File: src/rtl/mac_pkg.sv
// Shared MAC datapath definitions: FSM state type and default widths/lengths,
// used by the product accumulator and the multiplier wrapper.
package mac_pkg;

  typedef enum logic [0:0] {
    ACC  = 1'b0,
    HOLD = 1'b1
  } state_e;

  localparam int MAC_PW  = 8;
  localparam int MAC_AW  = 16;
  localparam int MAC_LEN = 4;

  function automatic int cnt_width(input int len);
    return $clog2(len + 1);
  endfunction

endpackage

File: src/rtl/product_accumulator_if.sv
// Product-in / sum-out handshake bundle plus the synchronous abort (clr).
interface product_accumulator_if
  import mac_pkg::*;
#(
  parameter int PW = MAC_PW,
  parameter int AW = MAC_AW
);

  logic          clr;
  logic          in_valid;
  logic          in_ready;
  logic [PW-1:0] in_prod;
  logic          out_valid;
  logic          out_ready;
  logic [AW-1:0] out_sum;
  logic          out_ovf;

  modport master (
    output clr, in_valid, in_prod, out_ready,
    input  in_ready, out_valid, out_sum, out_ovf
  );

  modport slave (
    input  clr, in_valid, in_prod, out_ready,
    output in_ready, out_valid, out_sum, out_ovf
  );

endinterface

File: src/rtl/product_accumulator_acc_add.sv
// acc_add: AW-bit signed add of the accumulator and a sign-extended product.
// With PRODUCT_ACCUMULATOR_SAT_EN defined the result clamps instead of wrapping.
module acc_add
  import mac_pkg::*;
#(
  parameter int PW = MAC_PW,
  parameter int AW = MAC_AW
) (
  input  logic [AW-1:0] acc,
  input  logic [PW-1:0] prod,
  output logic [AW-1:0] sum,
  output logic          ovf
);

  logic [AW-1:0] prod_ext;
  logic [AW-1:0] raw_sum;

  assign prod_ext = AW'($signed(prod));
  assign raw_sum  = acc + prod_ext;
  // Overflow only when both operands share a sign the result does not.
  assign ovf      = (acc[AW-1] == prod_ext[AW-1]) && (raw_sum[AW-1] != acc[AW-1]);

`ifdef PRODUCT_ACCUMULATOR_SAT_EN
  localparam logic [AW-1:0] SAT_MAX = {1'b0, {(AW-1){1'b1}}};
  localparam logic [AW-1:0] SAT_MIN = {1'b1, {(AW-1){1'b0}}};

  // Clamp toward the operands' common sign on overflow.
  always_comb begin
    sum = raw_sum;
    if (ovf) begin
      sum = acc[AW-1] ? SAT_MIN : SAT_MAX;
    end else begin
      sum = raw_sum;
    end
  end
`else
  assign sum = raw_sum;
`endif

endmodule

File: src/rtl/product_accumulator.sv
// product_accumulator: sums LEN signed products per result and presents each sum on a
// registered valid/ready output. Optional macro PRODUCT_ACCUMULATOR_SAT_EN saturates adds.
module product_accumulator
  import mac_pkg::*;
#(
  parameter int PW  = MAC_PW,
  parameter int AW  = MAC_AW,
  parameter int LEN = MAC_LEN
) (
  input  logic                  clk,
  input  logic                  rst_n,
  product_accumulator_if.slave  bus
);

  localparam int             CW       = cnt_width(LEN);
  localparam logic [CW-1:0]  CNT_LAST = CW'(LEN - 1);

  state_e        state_q, state_d;
  logic [AW-1:0] acc_q, acc_d;
  logic [AW-1:0] out_sum_q, out_sum_d;
  logic [CW-1:0] cnt_q, cnt_d;
  logic          ovf_q, ovf_d;
  logic          out_ovf_q, out_ovf_d;
  logic          out_valid_q, out_valid_d;
  logic          in_ready_q, in_ready_d;
  logic [AW-1:0] add_sum;
  logic          add_ovf;
  logic          accept;

  acc_add #(
    .PW (PW),
    .AW (AW)
  ) u_acc_add (
    .acc  (acc_q),
    .prod (bus.in_prod),
    .sum  (add_sum),
    .ovf  (add_ovf)
  );

  assign accept = bus.in_valid && in_ready_q;

  // Next-state: accumulate in ACC, hold the result until taken; clr overrides everything.
  always_comb begin
    state_d     = state_q;
    acc_d       = acc_q;
    cnt_d       = cnt_q;
    ovf_d       = ovf_q;
    out_sum_d   = out_sum_q;
    out_ovf_d   = out_ovf_q;
    out_valid_d = out_valid_q;
    if (bus.clr) begin
      state_d     = ACC;
      acc_d       = {AW{1'b0}};
      cnt_d       = {CW{1'b0}};
      ovf_d       = 1'b0;
      out_valid_d = 1'b0;
    end else begin
      case (state_q)
        ACC: begin
          if (accept) begin
            acc_d = add_sum;
            cnt_d = cnt_q + CW'(1);
            ovf_d = ovf_q | add_ovf;
            if (cnt_q == CNT_LAST) begin
              state_d     = HOLD;
              out_sum_d   = add_sum;
              out_ovf_d   = ovf_q | add_ovf;
              out_valid_d = 1'b1;
            end else begin
              state_d = ACC;
            end
          end else begin
            state_d = ACC;
          end
        end
        HOLD: begin
          if (out_valid_q && bus.out_ready) begin
            state_d     = ACC;
            acc_d       = {AW{1'b0}};
            cnt_d       = {CW{1'b0}};
            ovf_d       = 1'b0;
            out_valid_d = 1'b0;
          end else begin
            state_d = HOLD;
          end
        end
        default: begin
          state_d     = ACC;
          acc_d       = {AW{1'b0}};
          cnt_d       = {CW{1'b0}};
          ovf_d       = 1'b0;
          out_valid_d = 1'b0;
        end
      endcase
    end
    // Registered so that in_ready reads 0 throughout reset.
    in_ready_d = (state_d == ACC);
  end

  // State, datapath and output registers.
  always_ff @(posedge clk or negedge rst_n) begin
    if (!rst_n) begin
      state_q     <= ACC;
      acc_q       <= {AW{1'b0}};
      cnt_q       <= {CW{1'b0}};
      ovf_q       <= 1'b0;
      out_sum_q   <= {AW{1'b0}};
      out_ovf_q   <= 1'b0;
      out_valid_q <= 1'b0;
      in_ready_q  <= 1'b0;
    end else begin
      state_q     <= state_d;
      acc_q       <= acc_d;
      cnt_q       <= cnt_d;
      ovf_q       <= ovf_d;
      out_sum_q   <= out_sum_d;
      out_ovf_q   <= out_ovf_d;
      out_valid_q <= out_valid_d;
      in_ready_q  <= in_ready_d;
    end
  end

  assign bus.in_ready  = in_ready_q;
  assign bus.out_valid = out_valid_q;
  assign bus.out_sum   = out_sum_q;
  assign bus.out_ovf   = out_ovf_q;

endmodule
File: src/flat_wrapper.sv
// flat-port wrapper written by rule: the top's interface ports become plain ports
module product_accumulator_flat import mac_pkg::*;
#(
  parameter int PW  = MAC_PW,
  parameter int AW  = MAC_AW,
  parameter int LEN = MAC_LEN
)
  (clk, rst_n, bus_clr, bus_in_valid, bus_in_prod, bus_out_ready, bus_in_ready, bus_out_valid, bus_out_sum, bus_out_ovf);
  product_accumulator_if #(.PW(PW), .AW(AW)) bus_i ();
  input  logic clk;
  input  logic rst_n;
  input wire logic [$bits(bus_i.clr)-1:0] bus_clr;
  input wire logic [$bits(bus_i.in_valid)-1:0] bus_in_valid;
  input wire logic [$bits(bus_i.in_prod)-1:0] bus_in_prod;
  input wire logic [$bits(bus_i.out_ready)-1:0] bus_out_ready;
  output wire logic [$bits(bus_i.in_ready)-1:0] bus_in_ready;
  output wire logic [$bits(bus_i.out_valid)-1:0] bus_out_valid;
  output wire logic [$bits(bus_i.out_sum)-1:0] bus_out_sum;
  output wire logic [$bits(bus_i.out_ovf)-1:0] bus_out_ovf;
  assign bus_i.clr = bus_clr;
  assign bus_i.in_valid = bus_in_valid;
  assign bus_i.in_prod = bus_in_prod;
  assign bus_i.out_ready = bus_out_ready;
  assign bus_in_ready = bus_i.in_ready;
  assign bus_out_valid = bus_i.out_valid;
  assign bus_out_sum = bus_i.out_sum;
  assign bus_out_ovf = bus_i.out_ovf;
  product_accumulator #(.PW(PW), .AW(AW), .LEN(LEN)) u_core (.clk(clk), .rst_n(rst_n), .bus(bus_i));
endmodule
File: config.mk
export PLATFORM = sky130hd
export DESIGN_NAME = product_accumulator_flat
export DESIGN_NICKNAME = d
export VERILOG_FILES = /design/src/rtl/mac_pkg.sv /design/src/rtl/product_accumulator_if.sv /design/src/rtl/product_accumulator_acc_add.sv /design/src/rtl/product_accumulator.sv /design/src/flat_wrapper.sv
export SDC_FILE = /design/constraint.sdc
export NUM_CORES = 1
export LEC_CHECK = 0
export BUFFER_PORTS_ARGS = -buffer_cell sky130_fd_sc_hd__buf_2
export CORE_ASPECT_RATIO = 1.2
export CORE_UTILIZATION = 35
export CTS_BUF_LIST = sky130_fd_sc_hd__clkbuf_4 sky130_fd_sc_hd__clkbuf_8
export DETAILED_ROUTE_END_ITERATION = 8
export HOLD_SLACK_MARGIN = 0.1
export PLACE_DENSITY = 0.62
export SLEW_MARGIN = 40
export SYNTH_ARGS = -nofsm -noshare
export SYNTH_HDL_FRONTEND = slang
export SYNTH_SLANG_ARGS = --single-unit
File: constraint.sdc
create_clock -name clk -period 2.41 [get_ports clk]
set_input_delay 0.241 -clock clk [delete_from_list [all_inputs] [get_ports clk]]
set_output_delay 0.241 -clock clk [all_outputs]
set_load 0.1 [all_outputs]
==> out/results.txt <==
Net Count, Synth: 257
Final period util: 92.8%
Largest net degree at the start of global routing: 41
Drc violations: 0
Antenna-violating nets left: 0
Die Ht: 91.9 um
Commonest non-fill, non-tap cells in the layout: 40 x dfrtp_1, 30 x buf_2, 26 x nand2_1
Area occupied by multi-input gates: 1320 um^2
Final slew viol count: 0
Root cell of the clock tree: clkbuf_8
Post-synth top area share: 42.5%
FP Rows: 32
Max_cap viols: 0
Mapped cell area: 2350 um^2
Port Buffers: 31
Layout Cells excl Fill: 354
CTS max path bufs: 2
Slew @ Worst Pin: 0.477 ns
Proportion of layout cells with a drive suffix above 1: 25.7%
Antenna cell count: 0
First-pass GRT wire length: 8.94 mm
Placed cell count: 345
DR WL/cell: 14.5 um
Top FF cell, synth: dfrtp_1
Via count: 1835
Worst IR Drop VDD: 0.000441 V
Antenna violations before repair: 0
Final setup TNS: 0 ns
Routed vias/inst: 5.18
Io pins: 32
CP required: 2.60 ns
#FFs+latches synth: 40
CP Class: reg -> reg
Hold Fails Final Rpt: 0
Post-Syn Area per Cell: 10.4 um^2
Status: completed
Min Tclk post-route: 2.24 ns
Dpl hpwl: 3.68 mm
DIE AREA: 7060 um^2
Initial Utilization: 36.5%
Die Wd: 76.9 um
Initial drt markers: 109
Lkg Pwr: 1.39 nW
RSZ-0062 raised after global routing: false
Num CTS Buffers: 5
Dpl ws: 0.135 ns
Pre-Repair DR Iteration Count: 4
Reg2reg setup slack: 0.17 ns
Post-synth EDFFs: 0
Worst-path clk slew: 0.08 ns
Ys async rst share: 100%
Setup violations, final: 0
Hold Crit Class: in -> reg
Mapped Cells: 226
Number of global-route vias before repair: 1845
Post-synthesis cell type count: 46
Clock Sinks: 40
RePlAce Congestion: 0.847
Crit path arrival time: 2.43 ns
Final worst slack: 0.173 ns
H-tree Lvls: 2
Core ar.: 6450 um^2
Overall routing resource usage: 16.1%
Slew headroom: 67.4%
Fmax: 447 MHz
Fin area: 2790 um^2
Pwr/cell area: 935 nW/um^2
Register area share after synthesis: 42.5%
Setup Skew: 0.00843 ns
Commonest non-fill, non-tap cell in the layout: dfrtp_1
Worst-Skew Late Latency: 0.30 ns
Synth warn: 0
Crit. End Element: flip-flop
Design Power: 2.61 mW
Top post-synthesis cells by area: dfrtp_1 43%, ha_1 9.0%, mux2_2 4.3%
Layout net count: 299
FF+latch area: 1000 um^2
Area Overhead vs Synth: 18.5%
CTS tree: done
Crit start category: flip-flop
Cell taking the most area after synthesis: dfrtp_1
Fillers: 613
Routed wire length: 5.12 mm
Gr ovfl total: 0
Critical path fanouts, max: 4
Placed cell area: 2670 um^2
Setup bufs post-CTS: 0
-- routing by layer --
| metal | global-route usage (%) | routed length (um) | part of all wire [%] |
|---|---|---|---|
| met1 | 20.3 | 2370 | 46 |
| met2 | 27.1 | 2550 | 50 |
| met3 | 2.99 | 137 | 2.7 |
| met4 | 6.41 | 60 | 1.2 |
| met5 | 0 | 0 | 0 |
-- per-stage QoR --
| step | hold slack (ns) | util [%] |
|---|---|---|
| 2_1_floorplan | -0.0546 | - |
| 3_3_place_gp | 0.426 | 41.4 |
| 4_1_cts | 0.132 | 43.1 |
| 5_1_grt | 0.152 | 43.3 |
| 6_report | 0.141 | 43.3 |
| 3_5_place_dp | 0.257 | 41.4 |
-- report_power, final --
group,internal (mW),switching [mW],total (mW)
combinational,0.357,0.915,1.27
sequential,0.790,0.0681,0.858
clock,0.232,0.248,0.479
total,1.38,1.23,2.61
-- cell families (layout without fill, tap and decap cells) --
logic type | after synthesis | count (layout) | synth area share [%]
XOR/XNOR | 14 | 14 | 5.79
AO/OA/AOI/OAI | 69 | 69 | 21.2
flip-flops | 40 | 40 | 42.5
AND/OR/NAND/NOR | 60 | 60 | 12.9
buffers and inverters | 13 | 56 | 2.18
multiplexers | 12 | 12 | 5.58
adder cells (fa/ha/maj) | 18 | 18 | 9.88
-- cell type report --
class,count,share of cell area (%)
Clock inverter,2,0.538
Multi-Input combinational cell,173,47.2
Tap cell,85,3.81
Sequential cell,40,35.9
Inverter,5,0.673
Timing Repair Buffer,43,8.97
Clock buffer,6,2.96
-- Yosys cell counts, types with 2 or more instances --
cell and number:
buf_2 2, mux2i_1 3, o21a_1 2, a21oi_1 11
and3_1 2, a21o_1 6, o21bai_1 3, a21boi_1 3
nand2_1 26, and4_1 2, and2_1 4, o21ai_0 13
a211oi_1 2, mux2_2 9, dfrtp_1 40, nand3_1 5
nor2_1 8, or4b_1 2, nor3b_1 2, inv_1 5
a31oi_1 4, nand3b_1 2, clkbuf_1 6, xnor2_1 11
a22o_1 11, ha_1 17, o21ai_1 4, nand2b_1 2
xor2_1 2
-- path summary, 6_finish.rpt --
check / startpoint / endpoint / depth (start not counted)
worst max register to register: u_core.acc_q[2] / u_core.bus.out_sum[11] / 7
worst min register to register: u_core.bus.out_sum[7] / u_core.bus.out_sum[7] / 2
worst min-delay path: bus_clr / u_core.bus.out_valid / 2
worst max-delay path: u_core.acc_q[2] / u_core.bus.out_sum[11] / 7
min in group asynchronous: rst_n / u_core.bus.out_valid / 2
max in group asynchronous: rst_n / u_core.bus.out_sum[2] / 2
-- sequential cells by signal, summed over array words and instances (netlist names) --
register and count:
u_core.acc_q 16, u_core.bus.out_sum 16, u_core.cnt_q 3, u_core.bus.in_ready 1
u_core.bus.out_ovf 1, u_core.bus.out_valid 1, u_core.ovf_q 1, u_core.state_q 1
-- worst max-delay path: stages (launching register included) --
cell,delay [ns]
dfrtp_1,0.39
ha_1,0.34
o21ai_0,0.13
o21ai_1,0.28
a21boi_1,0.40
a31oi_2,0.16
xnor2_1,0.17
mux2_2,0.27
-- repair_timing --
item,CTS,global route
hold buffers,1,0
hold endpoints to repair,40,0
endpoints found under the setup margin,0,5
gates resized for setup,0,3
Note: power is estimated with default switching activity, not from simulation.
